### src/rtl/alu_uart_ctrl.sv
// alu_uart_ctrl: collects opcode/A/B bytes from the UART receiver, drives the
// ALU, captures the result and starts one transmit of the result byte.
// Ports: i_clk, i_reset (sync, active-high), i_rx_done/i_rx_data (rx byte),
//   i_alu_result (ALU out), i_tx_done (tx finished), o_alu_a/o_alu_b/o_alu_op
//   (ALU operands), o_tx_start/o_tx_data (tx request), o_busy (frame in
//   progress), o_timeout_err (partial frame dropped).
module alu_uart_ctrl #(
  parameter int NB_DATA        = 8,
  parameter int NB_OP          = 6,
  parameter int TIMEOUT_CYCLES = 100000000
) (
  input  logic               i_clk,
  input  logic               i_reset,
  input  logic               i_rx_done,
  input  logic [NB_DATA-1:0] i_rx_data,
  input  logic [NB_DATA-1:0] i_alu_result,
  input  logic               i_tx_done,
  output logic [NB_DATA-1:0] o_alu_a,
  output logic [NB_DATA-1:0] o_alu_b,
  output logic [NB_OP-1:0]   o_alu_op,
  output logic               o_tx_start,
  output logic [NB_DATA-1:0] o_tx_data,
  output logic               o_busy,
  output logic               o_timeout_err
);

  localparam int NB_CNT =
    (TIMEOUT_CYCLES > 1) ? $clog2(TIMEOUT_CYCLES) : 1;
  localparam logic [NB_CNT-1:0] CNT_MAX =
    NB_CNT'(TIMEOUT_CYCLES - 1);

  typedef enum logic [2:0] {
    WAIT_OP,
    WAIT_A,
    WAIT_B,
    EXEC,
    SEND,
    WAIT_TX
  } state_t;

  state_t              state_q, state_d;
  logic [NB_DATA-1:0]  a_q, a_d;
  logic [NB_DATA-1:0]  b_q, b_d;
  logic [NB_OP-1:0]    op_q, op_d;
  logic [NB_DATA-1:0]  tx_data_q, tx_data_d;
  logic [NB_CNT-1:0]   cnt_q, cnt_d;
  logic                err_q, err_d;

  // Opcode byte upper bits carry no meaning for the ALU.
  logic rx_unused;
  assign rx_unused = ^i_rx_data[NB_DATA-1:NB_OP];

  always_comb begin
    state_d   = state_q;
    a_d       = a_q;
    b_d       = b_q;
    op_d      = op_q;
    tx_data_d = tx_data_q;
    cnt_d     = cnt_q;
    err_d     = 1'b0;
    unique case (state_q)
      WAIT_OP: begin
        if (i_rx_done) begin
          op_d    = i_rx_data[NB_OP-1:0];
          cnt_d   = '0;
          state_d = WAIT_A;
        end
      end
      WAIT_A: begin
        if (i_rx_done) begin
          a_d     = i_rx_data;
          cnt_d   = '0;
          state_d = WAIT_B;
        end else if (cnt_q == CNT_MAX) begin
          cnt_d   = '0;
          err_d   = 1'b1;
          state_d = WAIT_OP;
        end else begin
          cnt_d = cnt_q + 1'b1;
        end
      end
      WAIT_B: begin
        if (i_rx_done) begin
          b_d     = i_rx_data;
          cnt_d   = '0;
          state_d = EXEC;
        end else if (cnt_q == CNT_MAX) begin
          cnt_d   = '0;
          err_d   = 1'b1;
          state_d = WAIT_OP;
        end else begin
          cnt_d = cnt_q + 1'b1;
        end
      end
      EXEC: begin
        tx_data_d = i_alu_result;
        state_d   = SEND;
      end
      SEND: begin
        state_d = WAIT_TX;
      end
      WAIT_TX: begin
        if (i_tx_done) begin
          state_d = WAIT_OP;
        end
      end
      default: begin
        state_d = WAIT_OP;
      end
    endcase
  end

  always_ff @(posedge i_clk) begin
    if (i_reset) begin
      state_q   <= WAIT_OP;
      a_q       <= '0;
      b_q       <= '0;
      op_q      <= '0;
      tx_data_q <= '0;
      cnt_q     <= '0;
      err_q     <= 1'b0;
    end else begin
      state_q   <= state_d;
      a_q       <= a_d;
      b_q       <= b_d;
      op_q      <= op_d;
      tx_data_q <= tx_data_d;
      cnt_q     <= cnt_d;
      err_q     <= err_d;
    end
  end

  assign o_alu_a       = a_q;
  assign o_alu_b       = b_q;
  assign o_alu_op      = op_q;
  assign o_tx_data     = tx_data_q;
  assign o_tx_start    = (state_q == SEND);
  assign o_busy        = (state_q != WAIT_OP);
  assign o_timeout_err = err_q;

endmodule

### config.mk
export PLATFORM = sky130hd
export DESIGN_NAME = alu_uart_ctrl
export DESIGN_NICKNAME = d
export VERILOG_FILES = /design/src/rtl/alu_uart_ctrl.sv
export SDC_FILE = /design/constraint.sdc
export NUM_CORES = 1
export LEC_CHECK = 0
export ABC_AREA = 1
export BUFFER_PORTS_ARGS = -buffer_cell sky130_fd_sc_hd__buf_2
export CAP_MARGIN = 20
export CORE_ASPECT_RATIO = 0.7
export CORE_UTILIZATION = 58
export CTS_CLUSTER_SIZE = 30
export DETAILED_ROUTE_END_ITERATION = 6
export PLACE_DENSITY = 0.83
export SYNTH_ARGS = -nofsm -noshare
export SYNTH_HDL_FRONTEND = slang
export SYNTH_SLANG_ARGS = --single-unit
### constraint.sdc
create_clock -name i_clk -period 2.87 [get_ports i_clk]
set_input_delay 0.287 -clock i_clk [delete_from_list [all_inputs] [get_ports i_clk]]
set_output_delay 0.287 -clock i_clk [all_outputs]
set_load 0.02 [all_outputs]
Word level (Yosys, flattened, before mapping)
Cells that the tools add are included.
- output and inout port bits: 33
- register bits after elaboration: 61
- logic and storage cells: 38
- bitwise logic cells: 1
- equality and inequality tests: 8
- reductions and logical operators: 10
- add/subtract/negate cells: 1
- muxes and demuxes: 11
- operator list (kind ; count):
    27-bit 2-to-1 mux ; 3
    27-bit case mux with 2 select lines ; 1
    27-bit by 1-bit adder with 27-bit output, second input constant ; 1
    27-bit == test, second input constant ; 1
    3-bit case mux with 6 select lines ; 1
    3-bit 2-to-1 mux ; 5
    2-bit AND reduction ; 5
    3-bit by 2-bit == test with 1-bit output, second input constant ; 2
    3-bit == test, second input constant ; 2
    2-bit inequality test, second input constant ; 2
    3-bit by 1-bit == test with 1-bit output, second input constant ; 1
    3-bit logical NOT ; 1
    3-bit nonzero test ; 1
    3-bit OR reduction ; 1
    2-bit nonzero test ; 1
    2-bit OR reduction ; 1
    1-bit 2-to-1 mux ; 1
    1-bit inverter ; 1

Longest topological paths before layout
Gate-level depths: netlist (run 1).
- word-level depth: 4
- gate-level depth with buffers: 12

Worst setup path before layout (run 1)
Ideal clock, no wire load.
- path type: reg-to-reg
- from: register cnt_q[0]
- to: register cnt_q[0]
- path slack: 1.374 ns
- library setup time: 0.116 ns
- cell stages (with the launch flop): 11
- data arrival time: 1.380 ns
- data required time: 2.754 ns
- buffers on the path: 1
- cell sequence: dfxtp_1 -> ha_1 -> nand3_1 -> inv_1 -> nand2_2 -> inv_2 -> nand3_4 -> nor2_4 -> nor2_4 -> buf_6 -> o211a_1
- longest elaborated chain between the ends: 4
- elaborated cells on any way between the ends: 5
- classes of those cells: add/sub: 1; eq/ne: 1; mux: 3
- ends and longest elaborated chain (what ; RTL line ; text):
    start: declaration ; 46 ; logic [NB_CNT-1:0] cnt_q, cnt_d;
    start signal: assignment ; 128 ; cnt_q <= cnt_d;
    27-bit by 1-bit adder with 27-bit output / 27-bit == test (equally long branches) ; -- ;
    27-bit 2-to-1 mux (*) ; 74, 87 ;
    27-bit 2-to-1 mux (*) ; 83 ; if (i_rx_done) begin
    27-bit case mux with 2 select lines (*) ; 61 ; unique case (state_q)
Mark *: on every way between the ends. The rest lies on a longest branch, timed or not.
A chain may end at the register's enable or synchronous reset.

Worst setup path after layout (run 1)
- from: register cnt_q[0]
- to: register cnt_q[19]
The elaborated chain is that of the path after synthesis.

==> results by group, run 1 <==
Synth
  • Yosys cell types: 33
  • Yosys warning count: 0
  • Synth Instances: 423
  • Synthesized Nets: 444
  • Netlist Area Pre-Place: 2920 µm²
  • EDFF count, synth: 0
  • Sequential share of the synthesized area: 41.8%
  • Main synth FF type: dfxtp_1
  • Ys async rst share: 0%
  • Flops & latches, synth: 61
  • Post-Syn Area per Cell: 6.91 µm²

CTS
  • H-tree Lvls: 3
  • Sink Count: 61
  • Clock buffer depth: 2
  • Clock Latency Late Sink: 0.34 ns
  • Hold buffers post-CTS: 0
  • TritonCTS Buffers: 9
  • CTS clk-pin slew, worst paths: 0.07 ns
  • Post-CTS sizing: 0
  • CTS tree: done
  • Clock Tree Root: clkbuf_8
  • Post-CTS Setup Bufs: 0

Die
  • Row count: 21
  • Die width: 86.8 µm
  • Die Area: 5330 µm²
  • I/O pins: 53
  • Die H: 61.4 µm
  • CORE AREA: 4810 µm²
  • Starting density of the core: 60.8%

Critical path
  • CP Class: flop to flop
  • CP Depth: 10
  • Worst path bufs/invs: 2
  • WP data required: 3.14 ns
  • Max FO, Critical Path: 27
  • Most frequent CP cell: nor2_4
  • CP top delay family: simple AND/OR/NAND/NOR gates
  • Slowest stage delay, CP: 0.48 ns
  • CP Launch Point: cnt_q[0]
  • Arrival @ worst endpoint: 2.20 ns
  • FF-to-FF path depth: 10
  • R2R setup slack: 0.94 ns
  • Crit Reg-Reg Startpoint: cnt_q[0]
  • CP endpoint kind: flop
  • Slowest-stage cell, CP: nor2_4
  • CP startpoint kind: flop
  • CP cell instances: ha_1 -> nand3_1 -> inv_1 -> nand2_2 -> inv_2 -> nand3_4 -> nor2_4 -> nor2_4 -> o21ai_0 -> a21oi_1

Placement
  • Post-Place Setup Slack: 0.987 ns
  • Routability-driven placement congestion ratio: 0.852
  • DP HPWL: 4.79 mm
  • Port bufs: 52
  • Area after DPL: 3220 µm²

STA
  • Final hold violations: 0
  • Max Freq: 0.518 GHz
  • Setup violators final: 0
  • Slew margin rel.: 30.9%
  • Setup ws final: 0.938 ns
  • Worst-margin pin slew: 1.04 ns
  • Min Hold Slack: 0.186 ns
  • Clock Skew: 0.00592 ns
  • Final period utilization: 67.3%
  • Min cycle time layout: 1.93 ns
  • Final TNS setup: 0 ns
  • Slew Limit Fails: 0
  • RSZ-0062 raised after global routing: false

Global routing
  • Gr ovfl total: 0
  • Number of global-route vias before repair: 2397
  • Largest net degree at the start of global routing: 42
  • Antenna violations before repair: 0
  • All-Layer GR Usage: 26.3%
  • First-pass GRT wire length: 10.7 mm

Cells and area
  • Footprint of the multi-input gates: 1490 µm²
  • Commonest non-fill, non-tap cell in the layout: nand2_1
  • Fillers: 404
  • Cell area after layout: 3410 µm²
  • Most frequent cells in the layout: 92 x nand2_1, 67 x nor2_1, 61 x dfxtp_1, 52 x buf_2, 46 x o21ai_0
  • Fin nets: 497
  • Area Growth Syn to Fin: 16.9%
  • Ant diodes: 0
  • Share of layout cells above drive strength 1: 18.3%
  • Register area: 1220 µm²

Detailed routing
  • WL per Instance: 12.6 µm
  • Via Count: 2891
  • Vias per std cell: 5.27
  • Initial DRC Count: 244
  • Post-route ant nets: 0
  • Routed WL: 6.94 mm
  • DRC viols: 0
  • TritonRoute pass-1 iters: 6

Hold path
  • Hold crit path type: input pin to flop
  • Worst hold path startpoint: i_rx_data[7]
  • Hold path cells: 3

Pwr
  • VDD IR max: 0.333 mV
  • Static leakage: 0.00143 µW
  • Total power: 1910 µW
  • Pwr per Cell Area: 559 nW/µm²

Flow run
  • Maximum Capacitance Violations: 0

Status
  • Outcome: finished, final reports clean
## sequential cells by signal (all words and copies together), names as in the netlist
register       cells
o_alu_b            8
cnt_q             27
o_alu_a            8
o_alu_op           6
o_timeout_err      1
o_tx_data          8
state_q            3
## per-layer routing
layer	global-route usage [%]	part of all wire, %	vias up
met5	0	0	-
met4	11.4	1.5	0
met3	7.51	6.4	11
met2	40.8	44	90
met1	34.7	48	1307
li1	-	-	1483
## cells in the mapped netlist (2+ instances only)
cell	count	area (µm²)
o21ai_0	46	230
dfxtp_1	61	1220
nand2_1	92	345
nor2_1	67	251
nand2_2	4	25.0
a21oi_1	35	175
nand4_1	9	56.3
clkbuf_1	6	22.5
o21bai_1	3	22.5
inv_1	38	143
nor2_2	5	31.3
buf_4	3	22.5
inv_2	2	7.51
xor2_1	7	61.3
nor3_1	6	30.0
nand3_1	19	95.1
or2_2	2	12.5
nor2_4	3	33.8
## layout make-up
cell class / count / share of cell area (%)
repair buffers: 53 / 7.84
well taps: 69 / 2.53
inverters: 41 / 4.51
multi-input cells: 310 / 43.5
clock inverters: 4 / 1.39
clock buffers: 11 / 4.43
flip-flops and latches: 61 / 35.8
## report_power, final
part / switching, µW / internal [µW]
clock: 331 / 440
combinational: 169 / 70.2
sequential: 19.5 / 880
## logic make-up (layout without fill, tap and decap cells)
logic type / Yosys count / in the layout / synth area share (%)
AO/OA/AOI/OAI: 87 / 87 / 15.5
AND/OR/NAND/NOR: 214 / 214 / 32.5
adder cells (fa/ha/maj): 1 / 1 / 0.428
buffers and inverters: 52 / 109 / 7.32
XOR/XNOR: 8 / 8 / 2.40
flip-flops: 61 / 61 / 41.8
## worst reg2reg max path, stage by stage (launching register included)
cell and delay [ns]:
dfxtp_1 0.33, ha_1 0.22, nand3_1 0.12, inv_1 0.07, nand2_2 0.10, inv_2 0.06
nand3_4 0.07, nor2_4 0.04, nor2_4 0.48, o21ai_0 0.21, a21oi_1 0.16
## worst paths after layout
path,end
max,cnt_q[19]
min,o_alu_a[7]
max reg2reg,cnt_q[19]
min reg2reg,o_alu_b[3]
## stage by stage
stage          cells  util (%)
2_1_floorplan    423         -
4_1_cts          549      71.0
5_1_grt          549      71.0
3_3_place_gp     534      66.9
6_report         549      71.0
3_5_place_dp     534      66.9
No activity file was read; power rests on OpenSTA's default activity.
==> inputs of run 2 (changes only) <==
- ABC_AREA: 1 -> 0
- CORE_UTILIZATION: 58 -> 50
- PLACE_DENSITY: 0.83 -> 0.76
- clock period: 2.87 -> 1.75 ns (I/O delays scaled with it)
==> results by group, run 2 <==
Status
  • Outcome: finished, violations left
  • Failing checks: negative setup slack

Critical path
  • CP Class: flop to flop
  • CP Launch Point: cnt_q[12]
  • Arrival @ worst endpoint: 2.11 ns
  • FF-to-FF path depth: 6
  • CP endpoint kind: flop
  • Crit Reg-Reg Startpoint: cnt_q[12]
  • CP startpoint kind: flop
  • Max FO, Critical Path: 8
  • WP data required: 1.99 ns

STA
  • Setup ws final: -0.123 ns
  • Slew Limit Fails: 0
  • Final hold violations: 0
  • Slew margin rel.: 68.9%
  • Max Freq: 0.534 GHz
  • Min cycle time layout: 1.87 ns
  • Worst-margin pin slew: 0.466 ns
  • Setup violators final: 15
  • RSZ-0062 raised after global routing: true
  • Final period utilization: 107%
  • Final TNS setup: -0.818 ns
  • Clock Skew: 0.0115 ns

CTS
  • Sink Count: 61
  • CTS clk-pin slew, worst paths: 0.07 ns
  • Clock buffer depth: 2
  • Clock Latency Late Sink: 0.35 ns
  • TritonCTS Buffers: 9
  • Clock Tree Root: clkbuf_8
  • CTS tree: done
  • H-tree Lvls: 3

Cells and area
  • Ant diodes: 0
  • Cell area after layout: 3940 µm²
  • Fillers: 406
  • Share of layout cells above drive strength 1: 37.9%
  • Max reg flops: 27
  • Biggest register: cnt_q
  • Commonest non-fill, non-tap cell in the layout: nand2_1
  • Area Growth Syn to Fin: 39.2%
  • Layout Utilization: 73.7%
  • Fin nets: 473
  • Most frequent cells in the layout: 69 x nand2_1, 62 x buf_4, 52 x buf_2, 50 x dfxtp_1, 28 x a21oi_1

Detailed routing
  • WL per Instance: 15.2 µm
  • Met3 wire len: 588 µm
  • WL met2: 3.62 mm
  • Routed WL: 8.02 mm
  • M1 wire length: 3.66 mm
  • Post-route ant nets: 0
  • DRC viols: 0
  • TritonRoute pass-1 iters: 5
  • Initial DRC Count: 270
  • Via Count: 3038
  • Max layer used: met4
  • Vias per std cell: 5.74

Placement
  • DP HPWL: 5.41 mm
  • Routability-driven placement congestion ratio: 0.874
  • Area after DPL: 3560 µm²
  • Port bufs: 52

Die
  • Row count: 22
  • I/O pins: 53
  • Die width: 91.9 µm
  • Die H: 64.9 µm
  • Die Area: 5970 µm²
  • CORE AREA: 5340 µm²
  • Starting density of the core: 53.0%

Synth
  • EDFF count, synth: 0
  • Netlist Area Pre-Place: 2830 µm²
  • Sequential share of the synthesized area: 43.2%
  • Flops & latches, synth: 61
  • Top-area cell type share of the netlist area: 43.2%
  • Ys async rst share: 0%
  • Most numerous cell in the Yosys netlist: nand2_1
  • Yosys cell types: 46
  • Post-Syn Area per Cell: 8.15 µm²
  • Top cells by count, synth: 71 x nand2_1, 61 x dfxtp_1, 34 x a21oi_1
  • Synth area leader: dfxtp_1
  • Main synth FF type: dfxtp_1
  • Synth area leaders: dfxtp_1 43%, nand2_1 9.4%, a21oi_1 6.0%, mux2i_1 4.2%, nand3_1 3.9%
  • Synthesized Nets: 368
  • Yosys warning count: 0
  • Synth Instances: 347

Hold path
  • Hold crit path type: input pin to flop
  • Hold path cells: 3
  • Worst hold path startpoint: i_rx_data[7]

Pwr
  • Total power: 3150 µW
  • Pwr per Cell Area: 801 nW/µm²
  • Static leakage: 0.00167 µW
  • VDD IR max: 0.537 mV

Global routing
  • First-pass GRT wire length: 12.6 mm
  • Largest net degree at the start of global routing: 42
  • Antenna violations before repair: 0
  • All-Layer GR Usage: 27.7%
  • Gr ovfl total: 0
  • Number of global-route vias before repair: 2632

Flow run
  • Maximum Capacitance Violations: 0
-- run 2: path summary, 6_finish.rpt --
| path | to | slack [ns] |
|---|---|---|
| max reg2reg | cnt_q[24] | -0.12 |
| min | o_alu_b[7] | 0.06 |
| min reg2reg | o_alu_a[1] | 0.45 |
| max | cnt_q[24] | -0.12 |
-- run 2: kinds of logic (layout without fill, tap and decap cells) --
family	count (synthesis)	after routing	synth area share, %
simple gates	166	166	30.0
compound gates	78	78	16.6
flops	61	61	43.2
buf+inv	25	135	4.29
mux	12	12	4.25
xor+xnor	4	4	1.24
fa+ha+maj	1	1	0.442
-- run 2: critical path, stage by stage, from the launching register on --
cell	delay, ns
dfxtp_2	0.32
or4b_4	0.55
nor4_4	0.20
a21oi_2	0.14
buf_12	0.16
a21o_1	0.17
a22o_1	0.22
-- run 2: routing by layer --
layer | vias up | GRT usage, %
met1 | 1449 | 37.1
met4 | 0 | 10.4
li1 | 1448 | -
met5 | - | 0
met3 | 22 | 10.4
met2 | 119 | 40.3
-- run 2: what timing repair did --
item / in CTS / in global routing
setup endpoints to repair: 23 / 28
hold buffers: 0 / 0
gates resized for setup: 10 / 31
gates cloned: 0 / 0
pin swaps: 3 / 12
buffers inserted: 2 / 2
hold endpoints to repair: 0 / 0
-- run 2: power by group --
part / internal (µW) / leakage, µW / switching [µW]
Sequential: 1420 / 0.000499 / 20.7
Clock: 734 / 0.000102 / 571
Combinational: 164 / 0.00107 / 242
Total: 2320 / 0.00167 / 833
-- run 2: cell type report --
class                           instances  area, µm²  share of cell area (%)
Timing Repair Buffer                  117        777                    19.7
Inverter                                2       7.51                   0.191
Clock buffer                           11        151                    3.84
Multi-Input combinational cell        261       1620                    41.1
Sequential cell                        61       1230                    31.4
Clock inverter                          5       58.8                    1.49
Tap cell                               72       90.1                    2.29
-- run 2: metrics by stage --
stage	hold slack, ns	setup WS, ns	instances
after CTS	0.0572	-0.0576	528
after floorplan	0.311	-0.0486	347
after global routing	0.0584	-0.206	529
final	0.0634	-0.123	529
after detailed placement	0.434	-0.0858	510
after global placement	0.430	-0.106	510
==> inputs of run 3 (changes only) <==
- CORE_UTILIZATION: 50 -> 52
- CTS_BUF_LIST: default -> sky130_fd_sc_hd__clkbuf_4 sky130_fd_sc_hd__clkbuf_8
- PLACE_DENSITY: 0.76 -> 0.78
==> results by group, run 3 (synthesis gave the netlist of run 2 again) <==
Critical path
  • CP Class: flop to flop
  • WP data required: 1.98 ns
  • FF-to-FF End: cnt_q[16]
  • CP endpoint kind: flop
  • FF-to-FF path depth: 8
  • R2R setup slack: -0.16 ns
  • Max FO, Critical Path: 6
  • Slowest stage delay, CP: 0.37 ns
  • Crit Reg-Reg Startpoint: cnt_q[1]
  • Most frequent CP cell: a31oi_1
  • Slowest-stage cell, CP: dfxtp_2
  • CP cell instances: ha_4 -> nand4b_1 -> nor4_4 -> buf_4 -> a21oi_4 -> buf_6 -> a31oi_1 -> a31oi_1
  • CP startpoint kind: flop
  • Arrival @ worst endpoint: 2.13 ns

Cells and area
  • Cell area after layout: 3890 µm²
  • Area Growth Syn to Fin: 37.5%
  • Ant diodes: 0
  • Fin nets: 466
  • Most frequent cells in the layout: 69 x nand2_1, 53 x buf_2, 50 x dfxtp_1, 49 x buf_4
  • Max reg flops: 27
  • Fillers: 377
  • Share of layout cells above drive strength 1: 37.3%
  • Biggest register: cnt_q
  • Layout Utilization: 74.3%
  • Commonest non-fill, non-tap cell in the layout: nand2_1

Die
  • Starting density of the core: 54.1%
  • Row count: 22
  • Die Area: 5740 µm²
  • Die width: 90.1 µm
  • I/O pins: 53
  • CORE AREA: 5230 µm²
  • Die H: 63.7 µm

Detailed routing
  • WL per Instance: 17.6 µm
  • Via Count: 3190
  • DRC viols: 0
  • Routed WL: 9.21 mm
  • Vias per std cell: 6.11
  • Post-route ant nets: 0
  • TritonRoute pass-1 iters: 5
  • Initial DRC Count: 347

Global routing
  • Gr ovfl total: 0
  • First-pass GRT wire length: 12.8 mm
  • Number of global-route vias before repair: 2682
  • Largest net degree at the start of global routing: 43
  • Antenna violations before repair: 0
  • All-Layer GR Usage: 28.6%

Hold path
  • Hold path cells: 3
  • Hold crit path type: input pin to flop
  • Hold endpoint: o_alu_a[7]
  • Worst hold path startpoint: i_rx_data[7]

Status
  • Outcome: finished, violations left
  • Failing checks: negative setup slack

CTS
  • H-tree Lvls: 3
  • CTS tree: done
  • Clock buffer depth: 2
  • Clock Latency Late Sink: 0.35 ns
  • TritonCTS Buffers: 9
  • CTS clk-pin slew, worst paths: 0.08 ns
  • Sink Count: 61
  • Clock Tree Root: clkbuf_8

STA
  • Final hold violations: 0
  • Min Hold Slack: 0.0758 ns
  • Clock Skew: 0.0108 ns
  • Setup ws final: -0.157 ns
  • Worst-margin pin slew: 0.542 ns
  • Slew Limit Fails: 0
  • Min cycle time layout: 1.91 ns
  • Setup violators final: 24
  • RSZ-0062 raised after global routing: true
  • Final period utilization: 109%
  • Slew margin rel.: 63.6%
  • Max Freq: 0.525 GHz

Pwr
  • Logic pwr share: 13.9%
  • Sw Share: 29.2%
  • Cell Int Power: 2080 µW
  • VDD IR max: 0.482 mV
  • Total power: 2930 µW
  • Sw power: 857 µW
  • Pwr per Cell Area: 755 nW/µm²
  • Static leakage: 0.00165 µW
  • Sequential share of power: 49.1%
  • Clock Power Share: 37.0%

Placement
  • Post-Place Setup Slack: -0.0702 ns
  • Port bufs: 52
  • Area after DPL: 3430 µm²
  • Routability-driven placement congestion ratio: 0.883
  • DP HPWL: 5.14 mm

Flow run
  • Maximum Capacitance Violations: 0
==> run 3: cell count changes in the layout (fill, tap and decap cells not counted), sizes merged <==
cell and change:
clkinv +2, a21oi +1, clkinvlp +1, buf -8, clkbuf -2, bufinv -1
==> run 3: routing by layer <==
| metal | global-route usage, % | part of all wire (%) |
|---|---|---|
| met5 | 0 | 0 |
| met4 | 12.1 | 3.6 |
| met3 | 9.30 | 9.1 |
| met2 | 42.7 | 46 |
| met1 | 37.8 | 41 |
==> run 3: worst max-delay path: cells and delay by family, from the launching register on <==
kind	cells	cell delay, ns
and+or+nand+nor	2	0.56
buffers and inverters	2	0.33
AOI/OAI and AO/OA	3	0.35
adders and majority gates	1	0.16
DFF	1	0.37
==> run 3: metrics by stage <==
| stage | instances | setup TNS, ns |
|---|---|---|
| floorplan | 347 | -0.126 |
| global route | 522 | -2.91 |
| detailed placement | 496 | -0.578 |
| global placement | 496 | -0.0106 |
| CTS | 519 | -0.122 |
| finish | 522 | -1.73 |
==> run 3: timing repair <==
action                                  CTS  global route
setup buffers                             4             2
hold buffers                              0             0
pin swaps                                 5            11
endpoints found under the setup margin   21            27
endpoints found under the hold margin     0             0
gates cloned                              3             1
gates resized for setup                  15            37
==> run 3: worst max path at each step <==
| stage | end | from | slack [ns] |
|---|---|---|---|
| finish | cnt_q[16] | cnt_q[1] | -0.16 |
| global route | cnt_q[25] | cnt_q[1] | -0.21 |
| CTS | cnt_q[5] | cnt_q[12] | -0.03 |
| detailed placement | cnt_q[5] | cnt_q[1] | -0.07 |
| global placement | cnt_q[26] | cnt_q[0] | -0.004 |
| floorplan | cnt_q[26] | cnt_q[17] | -0.05 |
==> run 3: area by class of cell <==
type	count	area [µm²]	share of cell area, %
Timing Repair Buffer	109	712	18.3
Tap cell	72	90.1	2.32
Clock buffer	9	124	3.19
Clock inverter	7	42.5	1.09
Inverter	2	7.51	0.193
Multi-Input combinational cell	262	1670	43.1
Sequential cell	61	1240	31.8
==> run 3: power by group through the flow <==
stage / Clock [µW] / Combinational, µW / Sequential (µW)
6_report: 1090 / 408 / 1440
5_1_grt: 1150 / 436 / 1440
4_1_cts: 1090 / 371 / 1440
3_5_place_dp: 0 / 357 / 1470
3_3_place_gp: 0 / 348 / 1470
2_1_floorplan: 0 / 193 / 1510
